==> config.mk <==
export PLATFORM = sky130hd
export DESIGN_NAME = servile_spi_mem
export DESIGN_NICKNAME = d
export VERILOG_FILES = /design/src/rtl/servile_spi_mem.sv
export SDC_FILE = /design/constraint.sdc
export NUM_CORES = 1
export LEC_CHECK = 0
export ABC_AREA = 1
export ABC_CLOCK_PERIOD_IN_PS = 1800
export BUFFER_PORTS_ARGS = -buffer_cell sky130_fd_sc_hd__buf_2
export CAP_MARGIN = 20
export CELL_PAD_IN_SITES_DETAIL_PLACEMENT = 1
export CELL_PAD_IN_SITES_GLOBAL_PLACEMENT = 1
export CORE_MARGIN = 5
export CORE_UTILIZATION = 38
export DETAILED_ROUTE_END_ITERATION = 10
export PLACE_DENSITY_LB_ADDON = 0.1
export SLEW_MARGIN = 20
export SYNTH_ARGS = -nofsm -noshare
export SYNTH_HDL_FRONTEND = slang
export SYNTH_SLANG_ARGS = --single-unit
==> constraint.sdc <==
create_clock -name i_clk -period 1.8 [get_ports i_clk]
set_clock_uncertainty 0.05 [all_clocks]
set_input_delay 0.09 -clock i_clk [delete_from_list [all_inputs] [get_ports i_clk]]
set_output_delay 0.09 -clock i_clk [all_outputs]
set_load 0.005 [all_outputs]
==> src/rtl/servile_spi_mem.sv <==
// servile_spi_mem: Wishbone-classic slave bridging the servile shared memory
// port to a 23LC1024-style serial SRAM (sequential mode, SPI mode 0).
// Each bus access becomes one SPI frame: command, address, data bytes.
//
// state | meaning
// IDLE  | waiting for stb; on stb the whole frame is latched into the shifter
// SHIFT | cs_n low, clocking the frame out MSB first, sampling miso
// DONE  | one-cycle ack, cs_n high, rdt updated on reads
// GAP   | one idle cycle so a still-high stb does not retrigger
module servile_spi_mem #(
  parameter int SCK_DIV = 1,
  parameter int ADR_W   = 24
) (
  input  logic        i_clk,
  input  logic        i_rst_n,
  input  logic [31:0] i_wb_mem_adr,
  input  logic [31:0] i_wb_mem_dat,
  input  logic [3:0]  i_wb_mem_sel,
  input  logic        i_wb_mem_we,
  input  logic        i_wb_mem_stb,
  output logic [31:0] o_wb_mem_rdt,
  output logic        o_wb_mem_ack,
  output logic        o_spi_cs_n,
  output logic        o_spi_sclk,
  output logic        o_spi_mosi,
  input  logic        i_spi_miso
);

  localparam int FW = 8 + ADR_W + 32;
  localparam int CW = $clog2(FW + 1);
  localparam logic [7:0] DIV_END = 8'(SCK_DIV - 1);

  typedef enum logic [1:0] {IDLE, SHIFT, DONE, GAP} state_t;

  state_t        r_state;
  logic [FW-1:0] r_shreg;
  logic [CW-1:0] r_bits;
  logic [7:0]    r_div;
  logic [31:0]   r_rx;
  logic          r_we;
  logic          r_cs_n;
  logic          r_sclk;
  logic          r_mosi;
  logic          r_ack;
  logic [31:0]   r_rdt;

  logic [1:0]    w_low_lane;
  logic [2:0]    w_popcnt;
  logic [1:0]    w_s;
  logic [2:0]    w_n;
  logic [31:0]   w_lanes;
  logic [31:0]   w_data;
  logic [FW-1:0] w_frame;
  logic [CW-1:0] w_nbits;
  logic          w_unused;

  // Upper address bits beyond the SPI address and the byte offset are not used.
  assign w_unused = ^{i_wb_mem_adr[31:ADR_W], i_wb_mem_adr[1:0]};

  // Lane calculation: start lane and byte count of the request, frame image.
  always_comb begin
    w_low_lane = 2'd0;
    casez (i_wb_mem_sel)
      4'b???1: w_low_lane = 2'd0;
      4'b??10: w_low_lane = 2'd1;
      4'b?100: w_low_lane = 2'd2;
      4'b1000: w_low_lane = 2'd3;
      default: w_low_lane = 2'd0;
    endcase
    w_popcnt = 3'(i_wb_mem_sel[0]) + 3'(i_wb_mem_sel[1]) +
               3'(i_wb_mem_sel[2]) + 3'(i_wb_mem_sel[3]);
    w_s      = i_wb_mem_we ? w_low_lane : 2'd0;
    w_n      = i_wb_mem_we ? w_popcnt : 3'd4;
    // Data bytes go out lowest lane first, so shift lane s down and byte-reverse.
    w_lanes  = i_wb_mem_dat >> {w_s, 3'b000};
    w_data   = i_wb_mem_we ? {w_lanes[7:0], w_lanes[15:8], w_lanes[23:16], w_lanes[31:24]}
                           : 32'h0;
    w_frame  = {(i_wb_mem_we ? 8'h02 : 8'h03), i_wb_mem_adr[ADR_W-1:2], w_s, w_data};
    w_nbits  = CW'(8 + ADR_W) + CW'({w_n, 3'b000});
  end

  // Main sequencer: frame load, SCLK generation, bit shifting, ack and read data.
  always_ff @(posedge i_clk or negedge i_rst_n) begin
    if (!i_rst_n) begin
      r_state <= IDLE;
      r_shreg <= '0;
      r_bits  <= '0;
      r_div   <= '0;
      r_rx    <= '0;
      r_we    <= 1'b0;
      r_cs_n  <= 1'b1;
      r_sclk  <= 1'b0;
      r_mosi  <= 1'b0;
      r_ack   <= 1'b0;
      r_rdt   <= '0;
    end else begin
      case (r_state)
        IDLE: begin
          if (i_wb_mem_stb) begin
            r_we  <= i_wb_mem_we;
            r_div <= '0;
            if (i_wb_mem_we && (i_wb_mem_sel == 4'b0000)) begin
              r_state <= DONE;
              r_ack   <= 1'b1;
            end else begin
              r_state <= SHIFT;
              r_cs_n  <= 1'b0;
              r_mosi  <= w_frame[FW-1];
              r_shreg <= {w_frame[FW-2:0], 1'b0};
              r_bits  <= w_nbits;
            end
          end
        end
        SHIFT: begin
          if (r_div == DIV_END) begin
            r_div <= '0;
            if (!r_sclk) begin
              r_sclk <= 1'b1;
              r_rx   <= {r_rx[30:0], i_spi_miso};
            end else begin
              r_sclk <= 1'b0;
              r_bits <= r_bits - CW'(1);
              if (r_bits == CW'(1)) begin
                r_state <= DONE;
                r_cs_n  <= 1'b1;
                r_mosi  <= 1'b0;
                r_ack   <= 1'b1;
                // Last 32 received bits are the data; first byte lands in [7:0].
                if (!r_we) r_rdt <= {r_rx[7:0], r_rx[15:8], r_rx[23:16], r_rx[31:24]};
              end else begin
                r_mosi  <= r_shreg[FW-1];
                r_shreg <= {r_shreg[FW-2:0], 1'b0};
              end
            end
          end else begin
            r_div <= r_div + 8'd1;
          end
        end
        DONE: begin
          r_ack   <= 1'b0;
          r_state <= GAP;
        end
        GAP: begin
          r_state <= IDLE;
        end
        default: r_state <= IDLE;
      endcase
    end
  end

  assign o_wb_mem_rdt = r_rdt;
  assign o_wb_mem_ack = r_ack;
  assign o_spi_cs_n   = r_cs_n;
  assign o_spi_sclk   = r_sclk;
  assign o_spi_mosi   = r_mosi;

endmodule
-- After elaboration in Yosys (flattened, before gate mapping)
Cells that the tools add are included.
- output and inout port bits: 36
- bits in registers: 150
- logic and storage cells: 91
- reduce and logical (&&, ||, !) cells: 16
- mux-type cells: 41
- shift-type cells: 1
- equality and inequality tests: 14
- bitwise operators: 2
- $add $sub $neg: 6
- operators with widths (kind ; number):
    two-way mux 64 bit ; 5
    case mux 64 bit (2 select lines) ; 1
    two-way mux 32 bit ; 1
    >> shifter 32 x 5 -> 32 bit ; 1
    two-way mux 7 bit ; 4
    AND reduction 6 bit ; 3
    two-way mux 8 bit ; 2
    case mux 8 bit (2 select lines) ; 1
    two-way mux 1 bit ; 14
    inequality test 2 bit, second input constant ; 7
    case mux 7 bit (2 select lines) ; 1
    two-way mux 2 bit ; 6
    AND reduction 5 bit ; 2
    adder 8 x 1 -> 8 bit, second input constant ; 1
    logical NOT 8 bit ; 1
    case mux 2 bit (4 select lines) ; 1
    adder 6 x 6 -> 7 bit, first input constant ; 1
    == test 7 x 1 -> 1 bit, second input constant ; 1
    subtractor 7 x 1 -> 7 bit, second input constant ; 1
    == test 2 bit, second input constant ; 3
    case mux 2 bit (3 select lines) ; 1
    AND reduction 2 bit ; 3
    == test 4 bit, second input constant ; 1
    logical NOT 4 bit ; 1
    15 further kinds ; 17

-- Logic depth before layout (Yosys ltp)
Gate-level depths: netlist (run 1).
- depth in word-level cells: 8
- mapped depth: 12
- gate-level depth less buffers: 11

-- Least setup slack after synthesis (run 1)
Ideal clock, no wire load.
- path type: register to register
- start: reg r_state[0]
- end: reg r_shreg[58]
- setup slack: 0.087 ns
- cell stages (with the launch flop): 11
- buffers on the path: 1
- data arrival time: 1.545 ns
- path through: dfrtp_1 > inv_1 > ha_1 > inv_2 > or2_1 > nand2_1 > inv_2 > nand4_4 > inv_2 > buf_4 > o21a_1
- word-level cells in the longest chain between the ends: 3
- RTL lines (element ; RTL line ; source):
    from (decl) ; 35 ; state_t r_state;
    from (signal assigned) ; 85 ; r_state <= IDLE;
    from (signal assigned) ; 103 ; r_state <= DONE;
    from (signal assigned) ; 106 ; r_state <= SHIFT;
    == test 2 x 1 -> 1 bit or logical NOT 2 bit (tied branches) ; 97 ; case (r_state)
    inequality test 2 bit (no source line) or nonzero test 2 bit (tied branches) ; -- ;
    AND reduction 6 bit (no source line) ; -- ;
    to (signal assigned) ; 109 ; r_shreg <= {w_frame[FW-2:0], 1'b0};
    to (signal assigned) ; 132 ; r_shreg <= {r_shreg[FW-2:0], 1'b0};
    to (decl) ; 36 ; logic [FW-1:0] r_shreg;
Several ways; a longest one is shown, not always the timed one.
A chain may end at the register's enable or synchronous reset.

-- Final worst setup path (run 1)
- start: reg r_div[1]
- end: reg r_rdt[30], in the netlist o_wb_mem_rdt[30]
- word-level cells in the longest chain between the ends: 2
- RTL lines (element ; RTL line ; source):
    from (decl) ; 38 ; logic [7:0] r_div;
    from (signal assigned) ; 136 ; r_div <= r_div + 8'd1;
    logical NOT 8 bit ; 115 ; if (r_div == DIV_END) begin
    AND reduction 5 bit (no source line) ; -- ;
    to (signal assigned) ; 129 ; if (!r_we) r_rdt <= {r_rx[7:0], r_rx[15:8], r_rx[23:16], r_rx[31:24]};
    to (decl) ; 45 ; logic [31:0] r_rdt;
Every way passes these cells.

==> results of run 1 <==
==> tightest hold or removal path: cells and delay by family <==
kind,cells,cell delay (ns)
AOI/OAI and AO/OA,2,0.14
buffers and inverters,1,0.08
and+or+nand+nor,2,0.12
==> kinds of logic (layout without fill, tap and decap cells) <==
kind of cell,count (synthesis),in the layout,share of synthesized area (%)
AOI/OAI and AO/OA,172,172,11.84
xor gates and xnor gates,1,1,0.1186
adders and majority gates,14,14,2.473
buffers and inverters,162,355,9.131
DFF,149,149,50.50
and+or+nand+nor,447,447,25.94
==> final cells by class <==
cell class	instances	area [sq um]	share of cell area [%]
flip-flops and latches	149	3730	35.68
multi-input cells	634	3475	33.24
repair buffers	209	1858	17.77
inverters	113	442.9	4.237
clock buffers	18	439.2	4.201
well taps	265	331.6	3.172
clock inverters	14	166.4	1.592
repair inverters	1	11.26	0.1077
==> cells in the mapped netlist <==
master and instances:
sky130_fd_sc_hd__a21oi_1 19, sky130_fd_sc_hd__a22oi_1 2, sky130_fd_sc_hd__buf_1 1, sky130_fd_sc_hd__buf_2 29
sky130_fd_sc_hd__buf_4 6, sky130_fd_sc_hd__buf_6 1, sky130_fd_sc_hd__clkbuf_1 12, sky130_fd_sc_hd__dfrtp_1 148
sky130_fd_sc_hd__dfstp_2 1, sky130_fd_sc_hd__fa_1 1, sky130_fd_sc_hd__ha_1 13, sky130_fd_sc_hd__inv_1 106
sky130_fd_sc_hd__inv_2 7, sky130_fd_sc_hd__nand2_1 317, sky130_fd_sc_hd__nand2_2 4, sky130_fd_sc_hd__nand2_4 2
sky130_fd_sc_hd__nand3_1 79, sky130_fd_sc_hd__nand3_2 1, sky130_fd_sc_hd__nand3b_1 8, sky130_fd_sc_hd__nand4_1 3
sky130_fd_sc_hd__nand4_4 1, sky130_fd_sc_hd__nor2_1 20, sky130_fd_sc_hd__nor2_2 4, sky130_fd_sc_hd__nor2_4 3
sky130_fd_sc_hd__nor3_1 1, sky130_fd_sc_hd__nor3_2 2, sky130_fd_sc_hd__nor3b_1 1, sky130_fd_sc_hd__o211ai_1 1
sky130_fd_sc_hd__o21a_1 1, sky130_fd_sc_hd__o21ai_0 97, sky130_fd_sc_hd__o21ai_1 50, sky130_fd_sc_hd__o22ai_1 1
sky130_fd_sc_hd__o31ai_1 1, sky130_fd_sc_hd__or2_1 1, sky130_fd_sc_hd__xnor2_1 1
==> routing by layer <==
metal,wire (um),vias to the layer above,track usage (%)
met5,0,-,0
met4,195,0,4.668
met3,681,19,2.998
met2,12390,118,32.29
met1,10790,3459,24.62
li1,-,3364,-
==> sequential cells by signal, summed over array words and instances, names as in the netlist <==
| signal | cells |
|---|---|
| r_shreg | 63 |
| o_wb_mem_rdt | 32 |
| r_rx | 32 |
| r_div | 8 |
| r_bits | 7 |
| r_state | 2 |
| o_spi_cs_n | 1 |
| o_spi_mosi | 1 |
| o_spi_sclk | 1 |
| o_wb_mem_ack | 1 |
| r_we | 1 |
==> placed cells by master, fill, tap and decap left out, drive strengths merged, types with 4 or more instances in the layout <==
cell type and n:
nor2 27, inv 121, a21oi 19, clkbuf 31, nand3 80, dfrtp 148, nand2 323, nand3b 8
o21ai 147, nand4 4, clkinvlp 5, ha 13, buf 173, dlygate4sd3 23
==> metrics by stage <==
step           instances  setup slack [ns]  instance area (sq um)  power, mW
4_1_cts             1366          -0.02726                   9340      14.43
5_1_grt             1403           -0.1728                  10450      18.28
6_report            1403          -0.09400                  10450      17.17
3_3_place_gp        1306          -0.04518                   8432      10.22
3_5_place_dp        1306          -0.08818                   8432      10.38
2_1_floorplan        945           0.08652                   7386      8.464
==> final timing paths <==
kind	from	end	slack (ns)	cells past startpoint
min in group asynchronous	i_rst_n	r_shreg[44]	0.09	2
setup / recovery	r_div[1]	o_wb_mem_rdt[30]	-0.09	11
hold / removal	i_wb_mem_adr[22]	r_shreg[55]	-0.01	5
hold reg to reg	r_shreg[56]	r_shreg[56]	0.43	2
max in group asynchronous	i_rst_n	o_spi_cs_n	0.93	3
setup reg to reg	r_div[1]	o_wb_mem_rdt[30]	-0.09	11
==> power by group through the flow <==
| stage | clock (mW) | combinational (mW) | sequential [mW] |
|---|---|---|---|
| 3_3_place_gp | 0 | 5.49 | 4.73 |
| 6_report | 3.72 | 8.68 | 4.78 |
| 3_5_place_dp | 0 | 5.61 | 4.77 |
| 4_1_cts | 3.78 | 5.93 | 4.72 |
| 5_1_grt | 3.97 | 9.43 | 4.88 |
| 2_1_floorplan | 0 | 3.79 | 4.67 |
==> repair_timing <==
action                                  CTS  global route
cloned                                    1            23
hold endpoints to repair                170             0
pin swaps                                 3            22
endpoints found under the setup margin  114           138
hold buffers                             23             0
gates resized for setup                   8           207
setup buffers                             4            14
==> results list, run 1 <==
- Sorting the synthesized cells by area gives the leading types as sky130_fd_sc_hd__dfrtp_1, sky130_fd_sc_hd__nand2_1, sky130_fd_sc_hd__o21ai_0.
- In this run, the number of DRC markers left after iteration 0 of detailed routing was 370.
- The cell count after synthesis came out at 945.
- The total overflow left after global routing is 0.
- Final layout net count: 1212
- Yosys printed 0 warnings.
* Worst Hold Class: in -> reg
- Along the worst path, the maximum fanout reaches 8.
* Synth-to-Final Area Change: 41.54%
- Count of clock tree sinks: 149
* Ordered cell list for the critical path: inv_2 -> ha_4 -> nand2_2 -> nor2_2 -> nand2_2 -> buf_6 -> nor2_4 -> nand2_8 -> clkbuf_16 -> nand2_4 -> o21ai_1
- Dominant cell type by area after synthesis: sky130_fd_sc_hd__dfrtp_1
* Setup repair after global routing missed its margin: yes
* Weighted congestion reported at the end of routability-driven placement: 0.7741
- Yosys cell types: 35
- In this run the vertical extent of the chip is 149.4 um.
* Classification of the worst setup path: reg -> reg
- First-pass GRT wire length: 33.58 mm
- Sort of element at the end of the critical path: flip-flop
* Via density per instance: 4.961
* Worst path most repeated cell: sky130_fd_sc_hd__nand2_2
- Entering global routing, the biggest net connects 66 pins.
- The H-tree generated during clock tree synthesis spans 4 levels.
* Antenna violation net count after detailed routing: 0
* Switch share: 40.29%
- The initial antenna violation count is 0.
* Clock Tree Root: sky130_fd_sc_hd__clkbuf_16
- Setup violations remaining at the end of the flow were counted as 118.
- The routed layout has 6960 vias.
- Max-slew violation total from the final report: 0
* Number of global-route vias before repair: 6813
- In this run, the clock network consumes 21.6% of the power.
- For the worst setup path, the data required time is 2.06 ns.
- Critical path's largest stage delay: 0.40 ns
- Synthesis inferred 149 register bits.
* Mean area per synthesized cell: 7.816 sq um
- The checks that failed: negative hold slack, negative setup slack.
* Diodes inserted: 0
- Row generation in the floorplan step produced 51 rows.
* Highest achievable clock rate: 0.5280 GHz
- Core Footprint: 0.01927 sq mm
- The flow ran to the end, but the final reports show violations.
* Startpoint class of the critical path: flip-flop
* Transition time of the tightest slew-check pin: 0.4492 ns
- The analysis attributes to cell leakage a power of 5.287 nW.
- For this run, the share of the core covered by cells in the final layout is 54.25%.
* Layout cells sized above 1: 30.76%
* Final-layout fill cell count: 2316
- During I/O placement, the number of pins put on the boundary was 109.
- Sequential elements use 50.50% of the synthesized area.
* Final critical path time including I/O delays and setup: 1.894 ns
- The tool flagged a number of max-cap violations equal to 0.
- Total GRT Usage: 18.69%
* Critical path data arrival time: 2.15 ns
* Die X-Extent: 149.4 um
* Initial standard-cell utilization of the core: 38.33%
* Post-route DRC violation count: 0
- Combinational logic is responsible for 50.5% of the overall power.
- Power Density: 1643 mW/mm^2
* Final Hold Vio Count: 1
- For this run, the detailed router's first-pass iteration total came to 4.
- Crit path buffers/inverters: 3
- Clock tree from TritonCTS: done
- Worst path slowest cell: sky130_fd_sc_hd__dfrtp_1
- Sum Neg Setup Slack: -4.395 ns
- Setup slack on the critical path of the routed design comes to -0.09400 ns.
- Synth top area share: 50.14%
- Internal power: 10.25 mW
* Post-detailed-routing wire length: 24.05 mm
* Source-to-sink clock delay at the later pin of the worst-skew pair: 0.42 ns
* CP top delay family: simple AND/OR/NAND/NOR gates
* CTS buffer count: 17
- Combined area of all synthesized cells: 0.007386 sq mm
- Crit share post-route: 105.2%
- Slew HR: 70.05%
* Routed wirelength normalized by instance count: 17.14 um
- Buffers on Ports: 98
* Sequential share of power: 27.8%
- The wire-length estimate of the detail-placed layout is 13.47 mm.
- The worst-case IR drop observed on VDD is 0.8016 mV.
* Maximum number of buffers from clock root to sink: 2
* Clock input transition at the sequential cells of the worst setup and hold paths: 0.07 ns
* Overall die area: 0.02232 sq mm
* Worst hold margin: -0.01002 ns
- Net switching power: 6.919 mW
* Syn nets: 1032
Note: power is estimated with default switching activity, not from simulation.
==> inputs of run 2 (changes only) <==
- ABC_AREA: 1 -> default
- CORE_UTILIZATION: 38 -> 41
- CTS_BUF_LIST: default -> sky130_fd_sc_hd__clkbuf_16
==> results list, run 2 <==
* Result of the run: finished, violations left
- The final reports fail on negative setup slack.
- Proportion of synthesized flip-flops having asynchronous set or reset: 100.0% (unchanged)
* Overall die area: 0.02022 sq mm (-9.4%)
* Most used cells in the layout excluding fill and tap cells: sky130_fd_sc_hd__dfrtp_1, sky130_fd_sc_hd__buf_2, sky130_fd_sc_hd__buf_4
- Source-to-sink clock delay at the later pin of the worst-skew pair: 0.44 ns (+0.02 ns)
- Crit share post-route: 123.7% (+19 points)
- The total clock sinks came to 149 (unchanged).
- The max-capacitance violation count is 0 (unchanged).
- The worst setup path is captured at a flip-flop.
* Post-route DRC violation count: 0 (unchanged)
* Number of top-level pins: 109 (unchanged)
- The maximum fanout along the worst path was 7 (-1).
- DP Cell Count: 1000 (-23%)
- The post-synthesis instance total was 625 (-34%).
* EDFF count, synth: 0 (unchanged)
- The synthesis warning total came to 0 (unchanged).
- The final number of max-transition violations was 0 (unchanged).
* Vias post-DR: 6639 (-4.6%)
* Number of DRC violations after detailed-routing iteration 0: 421 (+14%)
- The global-route wire length before repair came to 43.48 mm (+29%).
- Total number of placement rows: 48 (-5.9%)
- Slew HR: 64.72% (-5.3 points)
- Highest achievable clock rate: 0.4490 GHz (-15%)
- Met1 usage: 35.41% (+11 points)
- Pin count of the biggest net entering global routing: 48 (-27%)
* Total GRT Usage: 27.86% (+9.2 points)
- Routed wirelength normalized by instance count: 28.46 um (+66%)
* IR drop worst, VDD: 1.003 mV (+25%)
* Most frequent standard cell in the layout excluding fill and tap cells: sky130_fd_sc_hd__dfrtp_1
- The sum of net half-perimeters after detailed placement is 13.48 mm (about the same).
- The worst slack on hold paths came to 0.03022 ns (+0.04024 ns).
- The cell sitting at the root of the clock tree is a sky130_fd_sc_hd__clkbuf_16.
* Sequential fraction of the synthesis area: 52.04% (+1.5 points)
- Worst hold stages: 3 (-2)
- Setup violators final: 148 (+25%)
- Clock input transition at the sequential cells of the worst setup and hold paths: 0.07 ns (about the same)
- Classification of the worst setup path: reg -> reg
- Register containing the most flip-flops in the final layout: r_shreg
* Static leakage: 5.283 nW (about the same)
- The die extent in x came to 142.2 um (-4.8%).
- The commonest cells after synthesis are sky130_fd_sc_hd__dfrtp_1, sky130_fd_sc_hd__a21oi_1, sky130_fd_sc_hd__mux2_2.
* Setup WS pre-CTS: -0.3277 ns (-0.2395 ns)
- The core box area is 0.01724 sq mm (-11%).
- Number of detailed-routing iterations run before antenna repair: 4 (unchanged)
- Global route hottest layer: met2
- The routability congestion estimate was 0.7910 (+2.2%).
- The arrival time at the worst endpoint is 2.54 ns (+0.39 ns).
* Combined area of all synthesized cells: 0.007167 sq mm (-3.0%)
* Transition time of the tightest slew-check pin: 0.5251 ns (+0.07588 ns)
* Depth of the most critical reg-to-reg path: 11 (unchanged)
- Total power: 20.95 mW (+22%)
- The share of Yosys cell area claimed by the top area cell type was 51.68% (+1.5 points).
* Most numerous cell in the Yosys netlist: sky130_fd_sc_hd__dfrtp_1
- Antenna violation net count after detailed routing: 0 (unchanged)
* Final Hold Vio Count: 0 (-1)
- Die Y: 142.2 um (-4.8%)
- Post-route core utilization: 66.52% (+12 points)
- The instance area at placement came to 0.008650 sq mm (+2.6%).
* Maximum number of buffers from clock root to sink: 2 (unchanged)
- The number of flip-flops in the largest register was 63 (unchanged).
- The total congestion overflow after global routing is 0 (unchanged).
- Final-layout fill cell count: 1628 (-30%)
- Number of H-tree branching levels: 4 (unchanged)
- Yosys cell types: 55 (+57%)
- Power Density: 1827 mW/mm^2 (+11%)
* Finished layout cell area: 0.01147 sq mm (+9.7%)
- CTS buffer count: 17 (unchanged)
* Antenna violations before repair: 1 (+1)
- The via-per-instance ratio came to 5.922 (+19%).
- The total number of nets in the final design came to 969 (-20%).
- The effective utilization at floorplan is 41.58% (+3.3 points).
- The endpoint required time on the critical path was 2.11 ns (+0.05 ns).
* Dominant cell type by area after synthesis: sky130_fd_sc_hd__dfrtp_1
- Startpoint class of the critical path: flip-flop
- The number of flip-flops and latches in the synthesized netlist was 149 (unchanged).
* Syn nets: 712 (-31%)
* Layout cells sized above 1: 55.64% (+25 points)
* Setup slack after layout: -0.4273 ns (-0.3333 ns)
- Clock tree from TritonCTS: done
- Ranked by total cell area, the synthesized netlist is headed by sky130_fd_sc_hd__dfrtp_1, sky130_fd_sc_hd__mux2_2, sky130_fd_sc_hd__mux2i_1.
- Mean area per synthesized cell: 11.47 sq um (+47%)
- The filler-free cell count of the finished design is 1121 (-20%).
- Met2 Resource Use GR: 48.25% (+16 points)
- The final routed wirelength across all metal layers was 31.91 mm (+33%).
- Setup repair after global routing missed its margin: yes
- Relative to the synthesized area, the layout overhead comes to 59.99%.
- The number of global-route vias before repair is 7290 (+7.0%).
- Final critical path time including I/O delays and setup: 2.227 ns (+0.3333 ns)
* Most common flop cell mapped by yosys: sky130_fd_sc_hd__dfrtp_1
- Grt met3 use: 4.671% (+1.7 points)
* Buffers on Ports: 98 (unchanged)
- Worst Hold Class: in -> reg
- Sum Neg Setup Slack: -47.74 ns (-43.34 ns)
run 2: routing by layer:
metal  vias up  wire, um
met5         -         0
met4         0       874
met3        71      1636
met2       261     16310
met1      3493     13080
li1       2814         -
run 2: cells by family after synthesis:
family	count (synthesis)	synth area share [%]
DFF	149	52.04
adders and majority gates	14	2.549
muxes	126	18.98
and+or+nand+nor	111	8.135
AOI/OAI and AO/OA	165	13.91
xor gates and xnor gates	5	0.6111
buffers and inverters	55	3.771
run 2: worst paths after layout:
kind                                        from          endpoint  slack, ns
worst max-delay path                  r_state[0]       r_shreg[49]      -0.43
worst min-delay path            i_wb_mem_dat[25]        r_shreg[2]       0.03
worst max register to register        r_state[0]       r_shreg[49]      -0.43
worst min register to register       r_shreg[20]       r_shreg[20]       0.47
max in group asynchronous                i_rst_n  o_wb_mem_rdt[31]       0.94
min in group asynchronous                i_rst_n       r_shreg[22]       0.14
run 2: repair_timing:
item,4_1_cts,5_1_grt
cloned,18,5
setup endpoints to repair,145,148
pin swaps,29,13
endpoints found under the hold margin,179,0
hold buffers,31,0
buffers inserted,36,15
resized for setup,149,141
run 2: area by class of cell:
cell class / instances / area [sq um] / share of cell area [%]
Clock inverter: 15 / 146.4 / 1.277
Antenna cell: 1 / 2.502 / 0.02182
Clock buffer: 17 / 425.4 / 3.710
Tap cell: 225 / 281.5 / 2.455
Sequential cell: 149 / 3730 / 32.53
Inverter: 15 / 56.30 / 0.4911
Multi-Input combinational cell: 422 / 4205 / 36.68
Timing Repair Buffer: 277 / 2619 / 22.84
run 2: worst max-delay path: stages (launching register included):
cell and delay [ns]:
sky130_fd_sc_hd__dfrtp_1 0.45, sky130_fd_sc_hd__inv_2 0.08, sky130_fd_sc_hd__ha_4 0.19, sky130_fd_sc_hd__mux2i_4 0.19, sky130_fd_sc_hd__a221oi_4 0.25, sky130_fd_sc_hd__buf_6 0.17
sky130_fd_sc_hd__buf_6 0.11, sky130_fd_sc_hd__buf_12 0.13, sky130_fd_sc_hd__buf_12 0.13, sky130_fd_sc_hd__clkbuf_16 0.18, sky130_fd_sc_hd__a21oi_4 0.08, sky130_fd_sc_hd__a21oi_2 0.13
run 2: power breakdown:
group | switching, mW | total [mW] | leakage [nW] | internal [mW]
sequential | 1.09 | 5.57 | 1.85 | 4.48
clock | 1.70 | 3.64 | 0.275 | 1.94
combinational | 5.85 | 11.7 | 3.16 | 5.88
==> inputs of run 3 (changes only) <==
- ABC_CLOCK_PERIOD_IN_PS: 1800 -> 2800
- CORE_UTILIZATION: 41 -> 49
- REMOVE_ABC_BUFFERS: default -> 1
- clock period: 1.8 -> 2.8 ns (I/O delays scaled with it)
==> results list, run 3 (synthesis gave the netlist of run 2 again) <==
- Die X-Extent: 130.9 um (-7.9%)
- The via-per-instance ratio came to 5.814 (-1.8%).
- The transition at the pin with the smallest max-transition slack is 0.7089 ns (+0.1838 ns).
- The max-slew headroom at the worst pin came to 52.74% (-12 points).
* First-pass GRT wire length: 30.73 mm (-29%)
- Vias post-DR: 5459 (-18%)
- The endpoint required time on the critical path is 3.09 ns (+0.98 ns).
- CTS-repair resized insts: 0 (-100%)
- The core box area came to 0.01442 sq mm (-16%).
- CTS buffer count: 17 (unchanged)
* Final Hold Vio Count: 0 (unchanged)
- Number of top-level pins: 109 (unchanged)
- Combinational cell fraction of total power: 37.3% (-19 points)
- The total congestion overflow after global routing is 0 (unchanged).
- Net switching power: 3.320 mW (-62%)
* Power Density: 1045 mW/mm^2 (-43%)
* Total number of placement rows: 44 (-8.3%)
- The routability congestion estimate was 0.7950 (+0.51%).
- Clock tree from TritonCTS: done
- IR drop worst, VDD: 0.6027 mV (-40%)
- The average detailed-routed wire length per instance was 20.09 um (-29%).
- The total placed cells including tap cells is 887 (-11%).
- The final routed wirelength across all metal layers came to 18.87 mm (-41%).
- The instance area at placement was 0.007898 sq mm (-8.7%).
* Sort of element at the end of the critical path: flip-flop
- The effective utilization at floorplan is 49.69% (+8.1 points).
* Most used cells in the layout excluding fill and tap cells: sky130_fd_sc_hd__dfrtp_1, sky130_fd_sc_hd__buf_2, sky130_fd_sc_hd__a21oi_1
- The register with the most flip-flops in the final layout is r_shreg.
- The final number of max-transition violations came to 0 (unchanged).
- The number of antenna repair diodes was 0 (-1).
- The flow ran to the end, and the final reports show no timing, DRC or antenna violations.
- Final critical path time including I/O delays and setup: 2.488 ns (+0.2610 ns)
* Sequential share of power: 36.8% (+10 points)
* Number of detailed-routing iterations run before antenna repair: 4 (unchanged)
* Startpoint class of the critical path: flip-flop
- Pin count of the biggest net entering global routing: 73 (+52%)
- The clock share of power is 25.9% (+8.5 points).
- Number of global-route vias before repair: 5908 (-19%)
- In this run the clock root is driven by a sky130_fd_sc_hd__clkbuf_16.
- The full die area is 0.01715 sq mm (-15%).
* Final instance count without filler cells: 939 (-16%)
* Largest fanout on the critical path: 31 (+24)
- The setup TNS after final layout came to 0 ns (+47.74 ns).
* Total power: 9.092 mW (-57%)
* Classification of the worst setup path: reg -> reg
- The worst slack on hold paths was 0.01553 ns (-0.01469 ns).
* Total GRT Usage: 22.85% (-5.0 points)
* Most frequent standard cell in the layout excluding fill and tap cells: sky130_fd_sc_hd__dfrtp_1
- Setup violators final: 0 (-100%)
- The fraction of final layout cells with drive strength greater than 1 was 31.52% (-24 points).
- The static leakage power came to 4.140 nW (-22%).
- The final non-filler cell area was 0.008701 sq mm (-24%).
- The initial antenna violation count is 0 (-1).
* Post-route DRC violation count: 0 (unchanged)
- Switch share: 36.52% (-4.7 points)
* Max-cap viol count: 0 (unchanged)
* Count of clock tree sinks: 149 (unchanged)
* Critical path data arrival time: 2.78 ns (+0.24 ns)
- Setup repair after global routing left no endpoint under its margin.
- The number of levels the H-tree was split into is 4 (unchanged).
- Buffers on Ports: 98 (unchanged)
- The sum of net half-perimeters after detailed placement is 12.44 mm (-7.7%).
- Worst Hold Class: in -> reg
- The register clock-pin slew on the reported worst setup and hold paths was 0.06 ns (about the same).
- Antenna violation net count after detailed routing: 0 (unchanged)
- The clock latency reported for the late side of the worst-skew pair came to 0.42 ns (-0.02 ns).
- The largest buffer count on any clock path is 2 (unchanged).
- Highest achievable clock rate: 0.4019 GHz (-10%)
- Die Y: 130.9 um (-7.9%)
- Relative to the synthesized area, the layout overhead comes to 21.40%.
- Final layout net count: 829 (-14%)
* Crit share post-route: 88.87% (-35 points)
- Internal power: 5.772 mW (-53%)
- Number of DRC violations after detailed-routing iteration 0: 340 (-19%)
- Largest register FFs: 63 (unchanged)
run 3: cell count changes in the layout (fill, tap and decap cells not counted), sizes merged:
cell         change
a21bo            -1
buf            -123
bufinv           +2
clkbuf           -5
clkinv           -1
diode            -1
dlygate4sd3     -11
inv              -1
run 3: path summary, 6_finish.rpt:
| path | from | slack (ns) | cells past startpoint | endpoint |
|---|---|---|---|---|
| max in group asynchronous | i_rst_n | 1.64 | 3 | r_shreg[24] |
| setup reg to reg | r_state[1] | 0.31 | 8 | r_div[6] |
| min in group asynchronous | i_rst_n | 0.24 | 2 | r_shreg[18] |
| setup / recovery | r_state[1] | 0.31 | 8 | r_div[6] |
| hold reg to reg | o_wb_mem_rdt[6] | 0.44 | 1 | o_wb_mem_rdt[6] |
| hold / removal | i_wb_mem_adr[7] | 0.02 | 3 | r_shreg[40] |
run 3: repair_timing:
action                    in CTS  in global routing
setup buffers                  0                  0
hold endpoints to repair      89                  0
hold buffers                  20                  0
run 3: final cells by class:
class                           instances  area (sq um)
Clock inverter                         15         177.7
Inverter                               15         56.30
Fill cell                            1539          5723
Sequential cell                       149          3730
Multi-Input combinational cell        421          3197
Timing Repair Buffer                  138         884.6
Clock buffer                           17         425.4
Tap cell                              184         230.2
run 3: through the flow:
stage	util, %	setup slack (ns)
after global placement	54.75	0.4785
after global routing	60.32	0.1642
final	60.32	0.3117
after detailed placement	54.75	0.3031
after CTS	60.32	0.2681
after floorplan	-	-3.137
run 3: worst max-delay path: stages, from the launching register on:
cell	delay, ns
sky130_fd_sc_hd__dfrtp_1	0.42
sky130_fd_sc_hd__inv_1	0.15
sky130_fd_sc_hd__ha_4	0.18
sky130_fd_sc_hd__buf_4	0.32
sky130_fd_sc_hd__inv_1	0.10
sky130_fd_sc_hd__o21ai_0	0.39
sky130_fd_sc_hd__nand4_1	0.25
sky130_fd_sc_hd__or3_1	0.39
sky130_fd_sc_hd__a21oi_1	0.16
run 3: power by group through the flow:
stage | logic [mW] | clock network, mW | registers, mW
finish | 3.39 | 2.35 | 3.35
global route | 3.76 | 2.49 | 3.43
CTS | 3.41 | 2.40 | 3.35
detailed placement | 3.34 | 0 | 3.37
global placement | 3.17 | 0 | 3.31
floorplan | 2.36 | 0 | 3.22
run 3: metal layers:
layer	track usage, %	part of all wire, %
met4	5.566	1.1
met1	29.33	41
met2	38.86	53
met5	0	0
met3	5.854	4.8
